`src/rtl/lu_serial_scheduler.sv`:
```
`default_nettype none
// ============================================================================
// Module   : lu_serial_scheduler
// Purpose  : Shares one bit-serial logic unit between two requesters. A
//            round-robin arbiter picks one operation at a time. The operation
//            is evaluated LSB first, one bit per cycle, and the WIDTH-bit
//            result is presented on a valid/ready result channel.
// Revision : 1.0 - initial release
// ============================================================================
module lu_serial_scheduler #(
  parameter int WIDTH = 8
) (
  input  logic             clk,
  input  logic             rst_n,
  // requester 0
  input  logic             req0_valid,
  output logic             req0_ready,
  input  logic [WIDTH-1:0] req0_a,
  input  logic [WIDTH-1:0] req0_b,
  input  logic [1:0]       req0_sel,
  // requester 1
  input  logic             req1_valid,
  output logic             req1_ready,
  input  logic [WIDTH-1:0] req1_a,
  input  logic [WIDTH-1:0] req1_b,
  input  logic [1:0]       req1_sel,
  // result channel
  output logic             res_valid,
  input  logic             res_ready,
  output logic [WIDTH-1:0] res_data,
  output logic             res_id,
  output logic             busy
);

  // Counter must address bits 0..WIDTH-1.
  localparam int CNT_W = (WIDTH > 1) ? $clog2(WIDTH) : 1;
  localparam logic [CNT_W-1:0] C_CNT_LAST = CNT_W'(WIDTH - 1);
  localparam logic [CNT_W-1:0] C_CNT_ONE  = CNT_W'(1);

  // Function select encodings.
  localparam logic [1:0] C_SEL_NOR  = 2'b00;
  localparam logic [1:0] C_SEL_OR   = 2'b01;
  localparam logic [1:0] C_SEL_XOR  = 2'b10;
  localparam logic [1:0] C_SEL_XNOR = 2'b11;

  typedef enum logic [1:0] {
    S_IDLE = 2'd0,
    S_RUN  = 2'd1,
    S_DONE = 2'd2
  } state_t;

  state_t           state_q, state_d;
  logic [CNT_W-1:0] cnt_q,   cnt_d;
  logic             rr_q,    rr_d;
  logic [WIDTH-1:0] a_q,     a_d;
  logic [WIDTH-1:0] b_q,     b_d;
  logic [1:0]       sel_q,   sel_d;
  logic [WIDTH-1:0] res_q,   res_d;
  logic             id_q,    id_d;

  logic grant0;
  logic grant1;
  logic accept0;
  logic accept1;
  logic a_bit;
  logic b_bit;
  logic lu_bit;

  // A lone valid always wins; on contention the rr pointer decides.
  assign grant0 = req0_valid & (~req1_valid | ~rr_q);
  assign grant1 = req1_valid & (~req0_valid |  rr_q);

  // Readies are only offered in IDLE and are held low during reset, so the
  // upstream side never sees a handshake that the registers will discard.
  assign accept0 = rst_n & (state_q == S_IDLE) & grant0;
  assign accept1 = rst_n & (state_q == S_IDLE) & grant1;

  assign req0_ready = accept0;
  assign req1_ready = accept1;

  // Bit slice presented to the logic unit this cycle.
  assign a_bit = a_q[cnt_q];
  assign b_bit = b_q[cnt_q];

  // One-bit logic unit.
  always_comb begin
    lu_bit = 1'b0;
    case (sel_q)
      C_SEL_NOR:  lu_bit = ~(a_bit | b_bit);
      C_SEL_OR:   lu_bit =   a_bit | b_bit;
      C_SEL_XOR:  lu_bit =   a_bit ^ b_bit;
      C_SEL_XNOR: lu_bit = ~(a_bit ^ b_bit);
      default:    lu_bit = 1'b0;
    endcase
  end

  // Next-state logic for the sequencer and its datapath registers.
  always_comb begin
    state_d = state_q;
    cnt_d   = cnt_q;
    rr_d    = rr_q;
    a_d     = a_q;
    b_d     = b_q;
    sel_d   = sel_q;
    res_d   = res_q;
    id_d    = id_q;

    case (state_q)
      S_IDLE: begin
        if (accept0 || accept1) begin
          // Operands are latched here so later changes upstream cannot
          // disturb the operation in flight.
          a_d     = accept1 ? req1_a   : req0_a;
          b_d     = accept1 ? req1_b   : req0_b;
          sel_d   = accept1 ? req1_sel : req0_sel;
          id_d    = accept1;
          res_d   = '0;
          cnt_d   = '0;
          rr_d    = ~accept1;
          state_d = S_RUN;
        end
      end

      S_RUN: begin
        res_d[cnt_q] = lu_bit;
        if (cnt_q == C_CNT_LAST) begin
          cnt_d   = '0;
          state_d = S_DONE;
        end else begin
          cnt_d = cnt_q + C_CNT_ONE;
        end
      end

      S_DONE: begin
        // Result stays on the channel until the consumer takes it.
        if (res_ready) begin
          state_d = S_IDLE;
        end
      end

      default: begin
        state_d = S_IDLE;
      end
    endcase
  end

  // State and datapath registers with asynchronous reset.
  always_ff @(posedge clk or negedge rst_n) begin
    if (!rst_n) begin
      state_q <= S_IDLE;
      cnt_q   <= '0;
      rr_q    <= 1'b0;
      a_q     <= '0;
      b_q     <= '0;
      sel_q   <= 2'b00;
      res_q   <= '0;
      id_q    <= 1'b0;
    end else begin
      state_q <= state_d;
      cnt_q   <= cnt_d;
      rr_q    <= rr_d;
      a_q     <= a_d;
      b_q     <= b_d;
      sel_q   <= sel_d;
      res_q   <= res_d;
      id_q    <= id_d;
    end
  end

  assign res_valid = (state_q == S_DONE);
  assign busy      = (state_q == S_RUN) | (state_q == S_DONE);
  assign res_data  = res_q;
  assign res_id    = id_q;

endmodule
`default_nettype wire

```
`config.mk`:
```
export PLATFORM = sky130hd
export DESIGN_NAME = lu_serial_scheduler
export DESIGN_NICKNAME = d
export VERILOG_FILES = /design/src/rtl/lu_serial_scheduler.sv
export SDC_FILE = /design/constraint.sdc
export NUM_CORES = 1
export LEC_CHECK = 0
export ABC_AREA = 1
export CAP_MARGIN = 40
export CORE_ASPECT_RATIO = 0.7
export CORE_MARGIN = 2
export CORE_UTILIZATION = 35
export CTS_CLUSTER_SIZE = 28
export DETAILED_ROUTE_END_ITERATION = 12
export GPL_ROUTABILITY_DRIVEN = 0
export PLACE_DENSITY = 0.66
export SLEW_MARGIN = 20
export SYNTH_ARGS = -nofsm -noshare
export SYNTH_HDL_FRONTEND = slang
export SYNTH_SLANG_ARGS = --single-unit
```
`constraint.sdc`:
```
create_clock -name clk -period 2.12 [get_ports clk]
set_input_delay 0.424 -clock clk [delete_from_list [all_inputs] [get_ports clk]]
set_output_delay 0.424 -clock clk [all_outputs]
set_load 0.01 [all_outputs]
```
# Yosys cells after proc, flatten, opt, wreduce, memory -nomap -nowiden
# Cells that the tools add are included.
# Widths: inputs -> output; s select.
# word_totals
reg_bits	33
latch_bits	0
ram_bits	0
mem_bits_ro	0
input_bits	41
output_inout_bits	13
memories	0
# op_classes
addsub	1
multipliers	0
div_mod_pow	0
n_lt_le_gt_ge	2
n_eq_ne	9
n_shift	0
muxes	20
n_bitwise	16
reduce_logical	8
# op_table
op	n
$mux 8	3
$pmux 8 s2	1
$bwmux 8	1
$mux 2	4
$bmux 1 s3	2
$eq 2x2->1 const B	3
$mux 3	2
$not 1->1	6
$pmux 2 s3	1
$pmux 3 s2	1
$and 1x1->1	5
$eq 2x1->1 const B	2
$logic_not 2->1	2
$lt 3x4->1 const B	1
$ne 2x1->1 const B	2
$or 1x1->1	4
$pmux 1 s4	1
$reduce_and 2->1	2
$add 3x1->3 const B	1
$demux 1 s3	1
$eq 3x3->1 const B	1
$ge 3x1->1 const B	1
$mux 1	3
$reduce_and 3->1	1
5 further kinds	5

# Logic depth before layout (Yosys ltp)
# depth
word_depth	7
ltp_mapped	16

# Worst setup path after synthesis
# Ideal clock, no wire load.
# synth_path
path_kind	reg-to-reg
startpoint	register cnt_q[0]
endpoint	register res_q[0], in the netlist res_data[0]
setup_time_ns	0.118
t_arrival_ns	1.778
required_ns	2.002
slack_ns	0.223
stages_incl_launch_ff	16
path_buffers	2
synth_period_minus_slack_ns	1.897
path_cell_list	dfrtp_1 -> buf_2 -> buf_2 -> o21ai_0 -> nand2_1 -> nand2_1 -> nand2_1 -> nand2_1 -> inv_1 -> ha_1 -> nand2_1 -> nand2_1 -> nand2_1 -> nand2_1 -> nand4_1 -> nand2_1
# synth_between
elab_chain_cells	7
word_cells_on_any_way	16
cone_classes	order compare (2); mux (9); bitwise (4); reduce/logical (1)
# synth_rtl
item	line_no	text
from (decl)	53	logic [CNT_W-1:0] cnt_q, cnt_d;
from (signal assigned)	160	cnt_q <= cnt_d;
$bmux 1 s3, on equally long branches	82, 83	
$mux 1, on equally long branches	82, 83	
$xor 1x1->1 or $or 1x1->1 (tied branches)	n/a	
$not 1->1, on equally long branches	92, 89	
$pmux 1 s4	88	case (sel_q)
$bwmux 8 *	125	res_d[cnt_q] = lu_bit;
$pmux 8 s2 *	108	case (state_q)
to (signal assigned)	165	res_q <= res_d;
to (decl)	58	logic [WIDTH-1:0] res_q, res_d;
# Every way passes the cells marked *; elsewhere a longest branch is shown, timed or not. The select of a mux whose other input is x is not followed.
# A chain may end at the register's enable or synchronous reset.

# Worst setup path after layout
# layout_path
startpoint	register state_q[1]
endpoint	output busy
# layout_between
elab_chain_cells	2
word_cells_on_any_way	3
cone_classes	eq/ne (2); bitwise (1)
# layout_rtl
item	line_no	text
from (decl)	52	state_t state_q, state_d;
from (signal assigned)	159	state_q <= state_d;
$eq 2x1->1 or $eq 2x2->1 (tied branches)	171	assign busy = (state_q == S_RUN) | (state_q == S_DONE);
$or 1x1->1 *	171	
to (decl)	32	output logic busy
# Every way passes the cells marked *; elsewhere a longest branch is shown, timed or not.

==> results.yml <==
logic_synthesis:
  synthMostInstantiatedCell: "nand2_1"
  synthesis.nets: 321
  syn_area_per_cell_um2: 7.43
  synth_seq_area_share_pct: 40.7
  yosys_most_used_dff: "dfrtp_1"
  synth_area_leaders: "dfrtp_1 41%, nand2_1 18%, o21ai_1 5.4%"
  ys_ff_latch: 33
  synth_top_area_share_pct: 40.7
  synthTopCellsByCount: "96 x nand2_1, 33 x dfrtp_1, 28 x inv_1, 22 x o21ai_1"
  synth.yosys.warnings: 0
  synth_area_leader_cell: "dfrtp_1"
  syn_inst: 273
  synth_edf_count: 0
  synth_area_mm2: 0.00203
  async_flop_share_pct: 100
  synth_cell_types: 28
placement:
  io_buffers: 53
  hpwl_mm: 3.44
die:
  die_w_um: 95.0
  core_area_mm2: 0.00567
  floorplan.die_area_mm2: 0.00643
  die_height_um: 67.7
  initial_core_util_pct: 35.8
  rows: 23
  io_pins: 54
global_routing:
  grtUsageTotal_pct: 16.3
  grt_start_max_net_pins: 23
  grt_overflow_total: 0
  grt_pass1_vias: 1789
  grt_pass1_wl_mm: 8.09
  grt_antenna_before_repair: 0
cts:
  path_clk_slew_ps: 70
  postCtsHoldBufs: 0
  numCtsBuffers: 5
  clk_latency_ps: 290
  h-tree-depth: 2
  clock_path_buffers: 2
  cts_root_buffer: "clkbuf_8"
  cts_tree: "built"
  clock_sinks: 33
pwr:
  vdd_drop_max_mv: 0.677
  powerDensity_mw_per_mm2: 1200
  p_leak_nw: 1.30
  power_mw: 3.29
finish:
  drive_gt1_share_pct: 10.5
  antenna_cells: 0
  syn2layout_area_growth_pct: 35.0
  nets: 380
route:
  num_vias: 1876
  routedWlPerCell_um: 11.8
  drt-initial-drc-count: 77
  viasPerCell: 4.61
  wl_mm: 4.80
  first_pass_iters: 4
  drc: 0
  ant_nets: 0
worst_setup_path:
  crit_path_max_fanout: 3
  cp-start-kind: "flop"
  crit_slowest_cell: "clkdlybuf4s50_1"
  critPathArrivalTime_ps: 1530
  required_ps: 1700
  crit_type: "flop to output port"
  worstSetupEndpointType: "output port"
  critPathMaxStageDelay_ps: 520
  crit_chain: "inv_2, ha_4, clkdlybuf4s50_1"
sta:
  rsz0062_at_grt: "no"
  clock_skew_ps: 9.16
  slew_headroom_pct: 82.3
  period_minus_slack_ps: 1950
  post-route-period-util_pct: 92.1
  setup-violations-final: 0
  hold_violations: 0
  final.setup.tns_ps: 0
  fmax_mhz: 512
  slew_violations: 0
  tightest_slew_ps: 265
status:
  status: "completed"
hold_path:
  worstHoldPathType: "primary input to asynchronous set/reset pin"
flow_run:
  maxCapViolCount: 0
[final timing paths]
| path | startpoint | end | slack, ps | cells after the start |
|---|---|---|---|---|
| hold / removal | rst_n | res_data[2]$_DFFE_PN0P_ | 180 | 2 |
| max in group asynchronous | rst_n | cnt_q[0]$_DFFE_PN0P_ | 1730 | 2 |
| setup reg to reg | cnt_q[0]$_DFFE_PN0P_ | res_data[4]$_DFFE_PN0P_ | 230 | 14 |
| min in group clk | res_data[3]$_DFFE_PN0P_ | res_data[3]$_DFFE_PN0P_ | 480 | 2 |
| hold reg to reg | res_data[3]$_DFFE_PN0P_ | res_data[3]$_DFFE_PN0P_ | 480 | 2 |
| setup / recovery | state_q[1]$_DFFE_PN0P_ | busy | 170 | 3 |
[critical path, delay by kind of cell, from the launching register on]
kind | cells | cell delay [ps]
flip-flops | 1 | 380
buffers and inverters | 2 | 590
adder cells (fa/ha/maj) | 1 | 260
[layout by cell type (no fill, tap or decap), types with 4 or more instances in the layout]
cell type         n
clkbuf_8          6
nor3_1            7
nor2_1           16
nand3_1          10
ha_1              6
buf_4            12
dfrtp_1          32
o31ai_1           4
clkdlybuf4s50_1  50
o21ai_1          24
nand4_1           8
o21ai_0          14
inv_1            26
nand2_1          95
[cell families (layout without fill, tap and decap cells)]
logic type                 Yosys count  after routing  share of synthesized area, %
DFF                                 33             33                          40.7
buffers and inverters               44            103                          11.0
AOI/OAI and AO/OA                   46             46                          12.3
adders and majority gates            7              7                          4.32
and+or+nand+nor                    143            143                          31.7
[flip-flops by register name, indices dropped and copies added (netlist names)]
name      flops
sel_q         2
rr_q          1
b_q           8
res_data      8
cnt_q         3
state_q       2
res_id        1
a_q           8
[stage by stage]
stage	cells	instance area (µm²)	hold slack, ps	setup WS [ps]	util, %
after floorplan	273	2030	128	223	-
after global placement	397	2620	474	-14.4	46.1
after detailed placement	397	2620	470	-27.3	46.1
after CTS	405	2720	181	59.7	48.0
after global routing	407	2740	187	33.7	48.3
final	407	2740	178	169	48.3
[power breakdown]
part           switching [mW]  internal (mW)  leakage [nW]
Clock                   0.227          0.258        0.0443
Sequential              0.144          0.882         0.421
Combinational            1.05          0.721         0.839
Total                    1.43           1.86          1.30
[metal layers]
layer  GRT usage, %  vias to the layer above  share of wire [%]
li1               -                      990                  -
met1           22.6                      846                 53
met2           24.6                       36                 41
met3           4.46                        4                4.8
met4           5.98                        0               0.94
met5              0                        -                  0
[layout make-up]
| class | instances | area, µm² |
|---|---|---|
| clock buffer | 7 | 86.3 |
| fill | 582 | 2930 |
| inverter | 30 | 115 |
| multi-input combinational | 196 | 996 |
| sequential | 33 | 827 |
| tap | 75 | 93.8 |
| timing repair buffer | 66 | 621 |
[what timing repair did]
item | in CTS | in global routing
setup endpoints to repair | 2 | 8
buffers inserted | 1 | 2
resized for setup | 6 | 4
No activity file was read; power rests on OpenSTA's default activity.
